File: src/rtl/gp_sched_pkg.sv
// Shared types and constants for the gamepad poll scheduler: FSM states,
// Wishbone register addresses and CSR bit positions.
package gp_sched_pkg;

    typedef enum logic [1:0] {
        StIdle    = 2'd0,
        StArmed   = 2'd1,
        StScan    = 2'd2,
        StCapture = 2'd3
    } state_e;

    localparam logic [3:0] AddrCsr      = 4'd0;
    localparam logic [3:0] AddrInterval = 4'd1;
    localparam logic [3:0] AddrPend     = 4'd2;
    localparam logic [3:0] AddrSnap0    = 4'd4;

    localparam int unsigned CsrEnable  = 0;
    localparam int unsigned CsrTrigSrc = 1;
    localparam int unsigned CsrIrqEn   = 2;
    localparam int unsigned CsrBusy    = 8;
    localparam int unsigned CsrTimeout = 9;

endpackage

File: src/rtl/gamepad_poll_sched_if.sv
// Wishbone register port of the gamepad poll scheduler.
interface gamepad_poll_sched_if;

    logic [3:0]  wb_addr;
    logic [31:0] wb_wdata;
    logic [31:0] wb_rdata;
    logic        wb_we;
    logic        wb_cyc;
    logic        wb_ack;

    modport master (
        output wb_addr, wb_wdata, wb_we, wb_cyc,
        input  wb_rdata, wb_ack
    );

    modport slave (
        input  wb_addr, wb_wdata, wb_we, wb_cyc,
        output wb_rdata, wb_ack
    );

endinterface

File: src/rtl/gp_sched_timer.sv
// Interval timer: loads a period, counts down to zero and holds there.
module gp_sched_timer (
    input  logic        clk,
    input  logic        rst_n,
    input  logic        load_i,
    input  logic        dec_i,
    input  logic [15:0] load_val_i,
    output logic        expired_o
);

    logic [15:0] cnt_q, cnt_d;

    always_comb begin
        cnt_d = cnt_q;
        if (load_i) begin
            cnt_d = load_val_i;
        end else if (dec_i && cnt_q != 16'd0) begin
            cnt_d = cnt_q - 16'd1;
        end
    end

    always_ff @(posedge clk or negedge rst_n) begin
        if (!rst_n) begin
            cnt_q <= 16'd0;
        end else begin
            cnt_q <= cnt_d;
        end
    end

    assign expired_o = (cnt_q == 16'd0);

endmodule

File: src/rtl/gamepad_poll_sched.sv
// Gamepad poll scheduler: triggers controller scans, snapshots pad state, flags presses.
// Press-event logic (PEND, irq) is built only when GP_SCHED_EDGE_EN is defined.
module gamepad_poll_sched
    import gp_sched_pkg::*;
#(
    parameter int unsigned N_PAD     = 4,
    parameter int unsigned REG_WIDTH = 12,
    parameter int unsigned TIMEOUT   = 65535
) (
    input  logic                         clk,
    input  logic                         rst_n,
    input  logic                         tick,
    output logic                         scan_start,
    input  logic                         scan_done,
    input  logic [N_PAD*REG_WIDTH-1:0]   scan_value,
    gamepad_poll_sched_if.slave          wb,
    output logic                         irq
);

    localparam int unsigned PadBits = N_PAD * REG_WIDTH;
    localparam int unsigned ToW     = $clog2(TIMEOUT + 1);

    state_e               state_q, state_d;
    logic                 en_q, en_d, trig_src_q, trig_src_d, irq_en_q, irq_en_d;
    logic                 timeout_q, timeout_d;
    logic [15:0]          interval_q, interval_d;
    logic [PadBits-1:0]   cap_q, cap_d, snap_q, snap_d;
    logic [ToW-1:0]       to_cnt_q, to_cnt_d;
    logic                 scan_start_q, scan_start_d;
    logic                 ack_q, ack_d, cyc_q;
    logic [31:0]          rdata_q, rdata_d, rd_mux;
    logic                 wr_en, csr_wr, int_wr, busy, trig;
    logic                 timer_load, timer_dec, timer_exp, cap_en, timeout_set;
    logic [N_PAD-1:0]     pend_q;

    assign wr_en  = ack_q & wb.wb_cyc & wb.wb_we;
    assign csr_wr = wr_en && (wb.wb_addr == AddrCsr);
    assign int_wr = wr_en && (wb.wb_addr == AddrInterval);
    assign busy   = (state_q == StScan) || (state_q == StCapture);
    assign trig   = trig_src_q ? timer_exp : tick;
    assign timer_dec = (state_q == StArmed);

    gp_sched_timer u_timer (
        .clk        (clk),
        .rst_n      (rst_n),
        .load_i     (timer_load),
        .dec_i      (timer_dec),
        .load_val_i (interval_q),
        .expired_o  (timer_exp)
    );

    // Dropping enable overrides every state, so a late scan_done is never captured.
    always_comb begin
        state_d      = state_q;
        scan_start_d = 1'b0;
        to_cnt_d     = to_cnt_q;
        cap_d        = cap_q;
        cap_en       = 1'b0;
        timeout_set  = 1'b0;
        timer_load   = 1'b0;
        if (!en_q) begin
            state_d = StIdle;
        end else begin
            case (state_q)
                StIdle: begin
                    state_d    = StArmed;
                    timer_load = 1'b1;
                end
                StArmed: begin
                    if (trig) begin
                        state_d      = StScan;
                        scan_start_d = 1'b1;
                        to_cnt_d     = '0;
                    end
                end
                StScan: begin
                    if (scan_done) begin
                        state_d = StCapture;
                        cap_d   = scan_value;
                    end else if (to_cnt_q == ToW'(TIMEOUT - 1)) begin
                        state_d     = StArmed;
                        timeout_set = 1'b1;
                        timer_load  = 1'b1;
                    end else begin
                        to_cnt_d = to_cnt_q + ToW'(1);
                    end
                end
                StCapture: begin
                    cap_en     = 1'b1;
                    state_d    = StArmed;
                    timer_load = 1'b1;
                end
                default: state_d = StIdle;
            endcase
        end
    end

    assign snap_d = cap_en ? cap_q : snap_q;

    always_comb begin
        en_d       = en_q;
        trig_src_d = trig_src_q;
        irq_en_d   = irq_en_q;
        timeout_d  = timeout_q;
        interval_d = int_wr ? wb.wb_wdata[15:0] : interval_q;
        if (csr_wr) begin
            en_d       = wb.wb_wdata[CsrEnable];
            trig_src_d = wb.wb_wdata[CsrTrigSrc];
            irq_en_d   = wb.wb_wdata[CsrIrqEn];
            if (wb.wb_wdata[CsrTimeout]) begin
                timeout_d = 1'b0;
            end
        end
        if (timeout_set) begin
            timeout_d = 1'b1;
        end
    end

    always_comb begin
        rd_mux = '0;
        case (wb.wb_addr)
            AddrCsr: begin
                rd_mux[CsrEnable]  = en_q;
                rd_mux[CsrTrigSrc] = trig_src_q;
                rd_mux[CsrIrqEn]   = irq_en_q;
                rd_mux[CsrBusy]    = busy;
                rd_mux[CsrTimeout] = timeout_q;
            end
            AddrInterval: rd_mux[15:0] = interval_q;
            AddrPend:     rd_mux[N_PAD-1:0] = pend_q;
            default: begin
                for (int i = 0; i < N_PAD; i++) begin
                    if (wb.wb_addr == AddrSnap0 + 4'(i)) begin
                        rd_mux[REG_WIDTH-1:0] = snap_q[i*REG_WIDTH +: REG_WIDTH];
                    end
                end
            end
        endcase
    end

    // One ack per rising edge of cyc; rdata is only non-zero alongside it.
    assign ack_d   = wb.wb_cyc & ~cyc_q & ~ack_q;
    assign rdata_d = ack_d ? rd_mux : 32'd0;

    always_ff @(posedge clk or negedge rst_n) begin
        if (!rst_n) begin
            state_q      <= StIdle;
            en_q         <= 1'b0;
            trig_src_q   <= 1'b0;
            irq_en_q     <= 1'b0;
            timeout_q    <= 1'b0;
            interval_q   <= 16'd0;
            cap_q        <= '0;
            snap_q       <= '0;
            to_cnt_q     <= '0;
            scan_start_q <= 1'b0;
            ack_q        <= 1'b0;
            cyc_q        <= 1'b0;
            rdata_q      <= 32'd0;
        end else begin
            state_q      <= state_d;
            en_q         <= en_d;
            trig_src_q   <= trig_src_d;
            irq_en_q     <= irq_en_d;
            timeout_q    <= timeout_d;
            interval_q   <= interval_d;
            cap_q        <= cap_d;
            snap_q       <= snap_d;
            to_cnt_q     <= to_cnt_d;
            scan_start_q <= scan_start_d;
            ack_q        <= ack_d;
            cyc_q        <= wb.wb_cyc;
            rdata_q      <= rdata_d;
        end
    end

`ifdef GP_SCHED_EDGE_EN
    logic [N_PAD-1:0] pend_d, pend_set;
    logic             pend_wr, irq_q;

    assign pend_wr = wr_en && (wb.wb_addr == AddrPend);

    // Hardware set is applied after the W1C mask so a coincident press survives.
    always_comb begin
        pend_set = '0;
        for (int i = 0; i < N_PAD; i++) begin
            pend_set[i] = cap_en &
                (|(cap_q[i*REG_WIDTH +: REG_WIDTH] & ~snap_q[i*REG_WIDTH +: REG_WIDTH]));
        end
        pend_d = pend_q;
        if (pend_wr) begin
            pend_d = pend_d & ~wb.wb_wdata[N_PAD-1:0];
        end
        pend_d = pend_d | pend_set;
    end

    always_ff @(posedge clk or negedge rst_n) begin
        if (!rst_n) begin
            pend_q <= '0;
            irq_q  <= 1'b0;
        end else begin
            pend_q <= pend_d;
            irq_q  <= irq_en_q & (|pend_q);
        end
    end

    assign irq = irq_q;
`else
    assign pend_q = '0;
    assign irq    = 1'b0;
`endif

    assign scan_start  = scan_start_q;
    assign wb.wb_ack   = ack_q;
    assign wb.wb_rdata = rdata_q;

endmodule

File: src/flat_wrapper.sv
// flat-port wrapper written by rule: the top's interface ports become plain ports
module gamepad_poll_sched_flat import gp_sched_pkg::*;
#(
    parameter int unsigned N_PAD     = 4,
    parameter int unsigned REG_WIDTH = 12,
    parameter int unsigned TIMEOUT   = 65535
)
  (clk, rst_n, tick, scan_start, scan_done, scan_value, irq, wb_wb_addr, wb_wb_wdata, wb_wb_we, wb_wb_cyc, wb_wb_rdata, wb_wb_ack);
  gamepad_poll_sched_if wb_i ();
  input  logic clk;
  input  logic rst_n;
  input  logic tick;
  output logic scan_start;
  input  logic scan_done;
  input  logic [N_PAD*REG_WIDTH-1:0] scan_value;
  output logic irq;
  input wire logic [$bits(wb_i.wb_addr)-1:0] wb_wb_addr;
  input wire logic [$bits(wb_i.wb_wdata)-1:0] wb_wb_wdata;
  input wire logic [$bits(wb_i.wb_we)-1:0] wb_wb_we;
  input wire logic [$bits(wb_i.wb_cyc)-1:0] wb_wb_cyc;
  output wire logic [$bits(wb_i.wb_rdata)-1:0] wb_wb_rdata;
  output wire logic [$bits(wb_i.wb_ack)-1:0] wb_wb_ack;
  assign wb_i.wb_addr = wb_wb_addr;
  assign wb_i.wb_wdata = wb_wb_wdata;
  assign wb_i.wb_we = wb_wb_we;
  assign wb_i.wb_cyc = wb_wb_cyc;
  assign wb_wb_rdata = wb_i.wb_rdata;
  assign wb_wb_ack = wb_i.wb_ack;
  gamepad_poll_sched #(.N_PAD(N_PAD), .REG_WIDTH(REG_WIDTH), .TIMEOUT(TIMEOUT)) u_core (.clk(clk), .rst_n(rst_n), .tick(tick), .scan_start(scan_start), .scan_done(scan_done), .scan_value(scan_value), .wb(wb_i), .irq(irq));
endmodule
File: config.mk
export PLATFORM = sky130hd
export DESIGN_NAME = gamepad_poll_sched_flat
export DESIGN_NICKNAME = d
export VERILOG_FILES = /design/src/rtl/gp_sched_pkg.sv /design/src/rtl/gamepad_poll_sched_if.sv /design/src/rtl/gp_sched_timer.sv /design/src/rtl/gamepad_poll_sched.sv /design/src/flat_wrapper.sv
export SDC_FILE = /design/constraint.sdc
export NUM_CORES = 1
export LEC_CHECK = 0
export CORE_UTILIZATION = 35
export CTS_BUF_LIST = sky130_fd_sc_hd__clkbuf_16
export DETAILED_ROUTE_END_ITERATION = 8
export PLACE_DENSITY = 0.58
export SYNTH_ARGS = -nofsm -noshare
export SYNTH_HDL_FRONTEND = slang
export SYNTH_SLANG_ARGS = --single-unit
File: constraint.sdc
create_clock -name clk -period 2.8 [get_ports clk]
set_input_delay 0.84 -clock clk [delete_from_list [all_inputs] [get_ports clk]]
set_output_delay 0.84 -clock clk [all_outputs]
set_load 0.02 [all_outputs]
==> impl_metrics.csv <==
group,metric,value,unit
run_status,status,"complete, no violations",
cells_and_area,final_common_cell,"dfrtp_1",
routing,viasPerCell,5.17,
cts,cts_root_buf,"clkbuf_16",
worst_setup_path,slowest_delay,0.49,ns
floorplan,die_w,150,um
power,power_density,627,nW/um2
placed_design,placed_cell_area,9060,um2
yosys,ys.flop_type,"dfrtp_1",
sta,fin_hold_ws,0.369,ns
routing,first_pass_iters,5,
worst_setup_path,arrival,2.81,ns
global_route,grt_pass1_wl,27900,um
power,p_leak,0.00450,uW
floorplan,rows,53,
routing,wl_per_cell,17.2,um
yosys,syn_area_per_cell,12.7,um2
sta,fin_ws,0.331,ns
yosys,synth_edf_count,0,
cells_and_area,antenna_cells,0,
sta,fmax,0.405,GHz
yosys,synth_area,7680,um2
worst_hold_path,hold_path_class,"input port to asynchronous set/reset pin",
routing,ant_nets,0,
cells_and_area,layout.nets,815,
cts,clock_latency,0.43,ns
floorplan,core-area,21300,um2
worst_setup_path,crit_fanout,9,
placed_design,routabilityCongestion,0.767,
worst_setup_path,startpoint_type,"flop",
global_route,grt_usage,16.2,%
global_route,gr-total-overflow,0,
cts,clk_pin_slew_worst_paths,0.07,ns
sta,fin_crit,2.47,ns
cells_and_area,post-route-cell-area,9650,um2
global_route,grt_max_degree,66,
worst_setup_path,end_kind,"flop",
sta,slew-limit-headroom,52.3,%
cells_and_area,area.growth.synth_to_final,25.7,%
power,ir_drop,0.000383,V
cts,cts_max_level,4,
job,max_cap_violations,0,
cts,clkSinkCount,169,
sta,grt_setup_unrepaired,"no",
global_route,antenna_found_initial,0,
floorplan,initial_core_util,36.1,%
yosys,async_flop_share,100,%
worst_setup_path,required,3.14,ns
worst_setup_path,startpoint,"u_core.u_timer.cnt_q[2]",
worst_setup_path,r2r_start,"u_core.u_timer.cnt_q[2]",
worst_setup_path,crit_type,"flop to flop",
routing,num_vias,5200,
sta,timing.final.crit_share,88.2,%
routing,drt-initial-drc-count,345,
cts,clockBufferDepth,2,
cts,cts-buffers-inserted,17,
cts,ctsHoldBuffers,0,
floorplan,die_h,150,um
sta,drv_slew,0,
global_route,grt_pass1_vias,5313,
yosys,syn_inst,607,
sta,final-hold-violation-count,0,
floorplan,io-pin-count,125,
routing,drc_errors,0,
placed_design,post-place-ws,0.00216,ns
worst_setup_path,cp_slowest_cell,"nor4_4",
cells_and_area,layout.cells.most_common_list,"dfrtp_1 (169), mux2_2 (132), clkdlybuf4s50_1 (90)",
yosys,ys_seq_area_share,55.1,%
cells_and_area,drive_gt1_share,28.2,%
cts,ctsResizeCount,0,
yosys,yosys_warnings,0,
floorplan,dieArea,22500,um2
routing,finalWirelength,17300,um
yosys,ys_types,60,
sta,fin_skew,0.00693,ns
yosys,ys_ff_latch,169,
sta,setup_viol,0,
placed_design,port_buffers,91,
cts,cts_tree,"yes",
cts,cts_setup_buffers,0,
sta,tightestPinTransition,0.711,ns
placed_design,dp_hpwl,12400,um
worst_setup_path,crit_path_cell_trace,"or3_1 > nor4_4 > a31o_2 > nand2b_1 > buf_4 > o211ai_1",
sta,finalSetupTns,0,ns
==> path summary, 6_finish.rpt <==
kind	slack [ns]	end	depth (start not counted)
worst max-delay path	0.33	u_core.to_cnt_q[14]	6
worst min-delay path	0.37	u_core.cap_q[7]	1
worst max register to register	0.33	u_core.to_cnt_q[14]	6
worst min register to register	0.50	u_core.snap_q[41]	1
max in group asynchronous	1.70	u_core.snap_q[47]	2
min in group clk	0.50	u_core.snap_q[41]	1
==> metal layers <==
| metal | up-vias | track usage, % | wire length (um) |
|---|---|---|---|
| li1 | 2422 | - | - |
| met1 | 2630 | 21.3 | 7880 |
| met2 | 133 | 26.7 | 8500 |
| met3 | 15 | 3.85 | 726 |
| met4 | 0 | 4.65 | 200 |
| met5 | - | 0 | 0 |
==> area by class of cell <==
| class | instances | area [um2] |
|---|---|---|
| Clock buffer | 17 | 425 |
| Fill cell | 1899 | 11600 |
| Sequential cell | 169 | 4230 |
| Clock inverter | 15 | 164 |
| Inverter | 10 | 37.5 |
| Multi-Input combinational cell | 400 | 3260 |
| Timing Repair Buffer | 119 | 1200 |
| Tap cell | 275 | 344 |
==> cells in the mapped netlist (8+ instances only) <==
cell type / count / area share (%)
a21oi_1: 14 / 0.91
a22oi_1: 11 / 1.1
buf_4: 17 / 1.7
clkbuf_1: 22 / 1.1
dfrtp_1: 169 / 55
ha_1: 8 / 1.3
inv_1: 10 / 0.49
mux2_2: 132 / 19
nand2_1: 23 / 1.1
nand2b_1: 9 / 0.73
nand3_1: 18 / 1.2
nor2_1: 25 / 1.2
nor3_1: 10 / 0.65
o21ai_0: 14 / 0.91
xor2_1: 13 / 1.5
==> sequential cells by signal, indices dropped and copies added (netlist names) <==
name,count
u_core.u_timer.cnt_q,16
u_core.irq_en_q,1
u_core.state_q,2
u_core.trig_src_q,1
u_core.scan_start,1
u_core.timeout_q,1
u_core.wb.wb_rdata,16
u_core.cyc_q,1
u_core.to_cnt_q,16
u_core.interval_q,16
u_core.en_q,1
u_core.cap_q,48
u_core.snap_q,48
u_core.wb.wb_ack,1
==> power by group <==
| group | leakage [uW] | switching [uW] | internal [uW] | total [uW] |
|---|---|---|---|---|
| logic | 0.00193 | 514 | 453 | 968 |
| registers | 0.00229 | 142 | 2580 | 2720 |
| clock network | 0.000288 | 1030 | 1330 | 2370 |
==> logic make-up after synthesis <==
logic type | synth area share, %
AOI/OAI and AO/OA | 8.60
xor gates and xnor gates | 1.60
adders and majority gates | 1.30
buffers and inverters | 3.50
DFF | 55.1
muxes | 20.3
other | 0.0488
and+or+nand+nor | 9.53
==> worst max-delay path, delay by kind of cell (launching register included) <==
kind / cells / cell delay [ns]
compound gates: 2 / 0.48
simple gates: 3 / 1.21
buf+inv: 1 / 0.27
flops: 1 / 0.42
==> per-stage QoR <==
stage	std cells	util (%)	total power (uW)
after floorplan	623	-	3390
after global placement	973	42.6	3710
after detailed placement	973	42.6	3740
after CTS	1005	45.4	6120
after global routing	1005	45.4	6330
final	1005	45.4	6060
No activity file was read; power rests on OpenSTA's default activity.
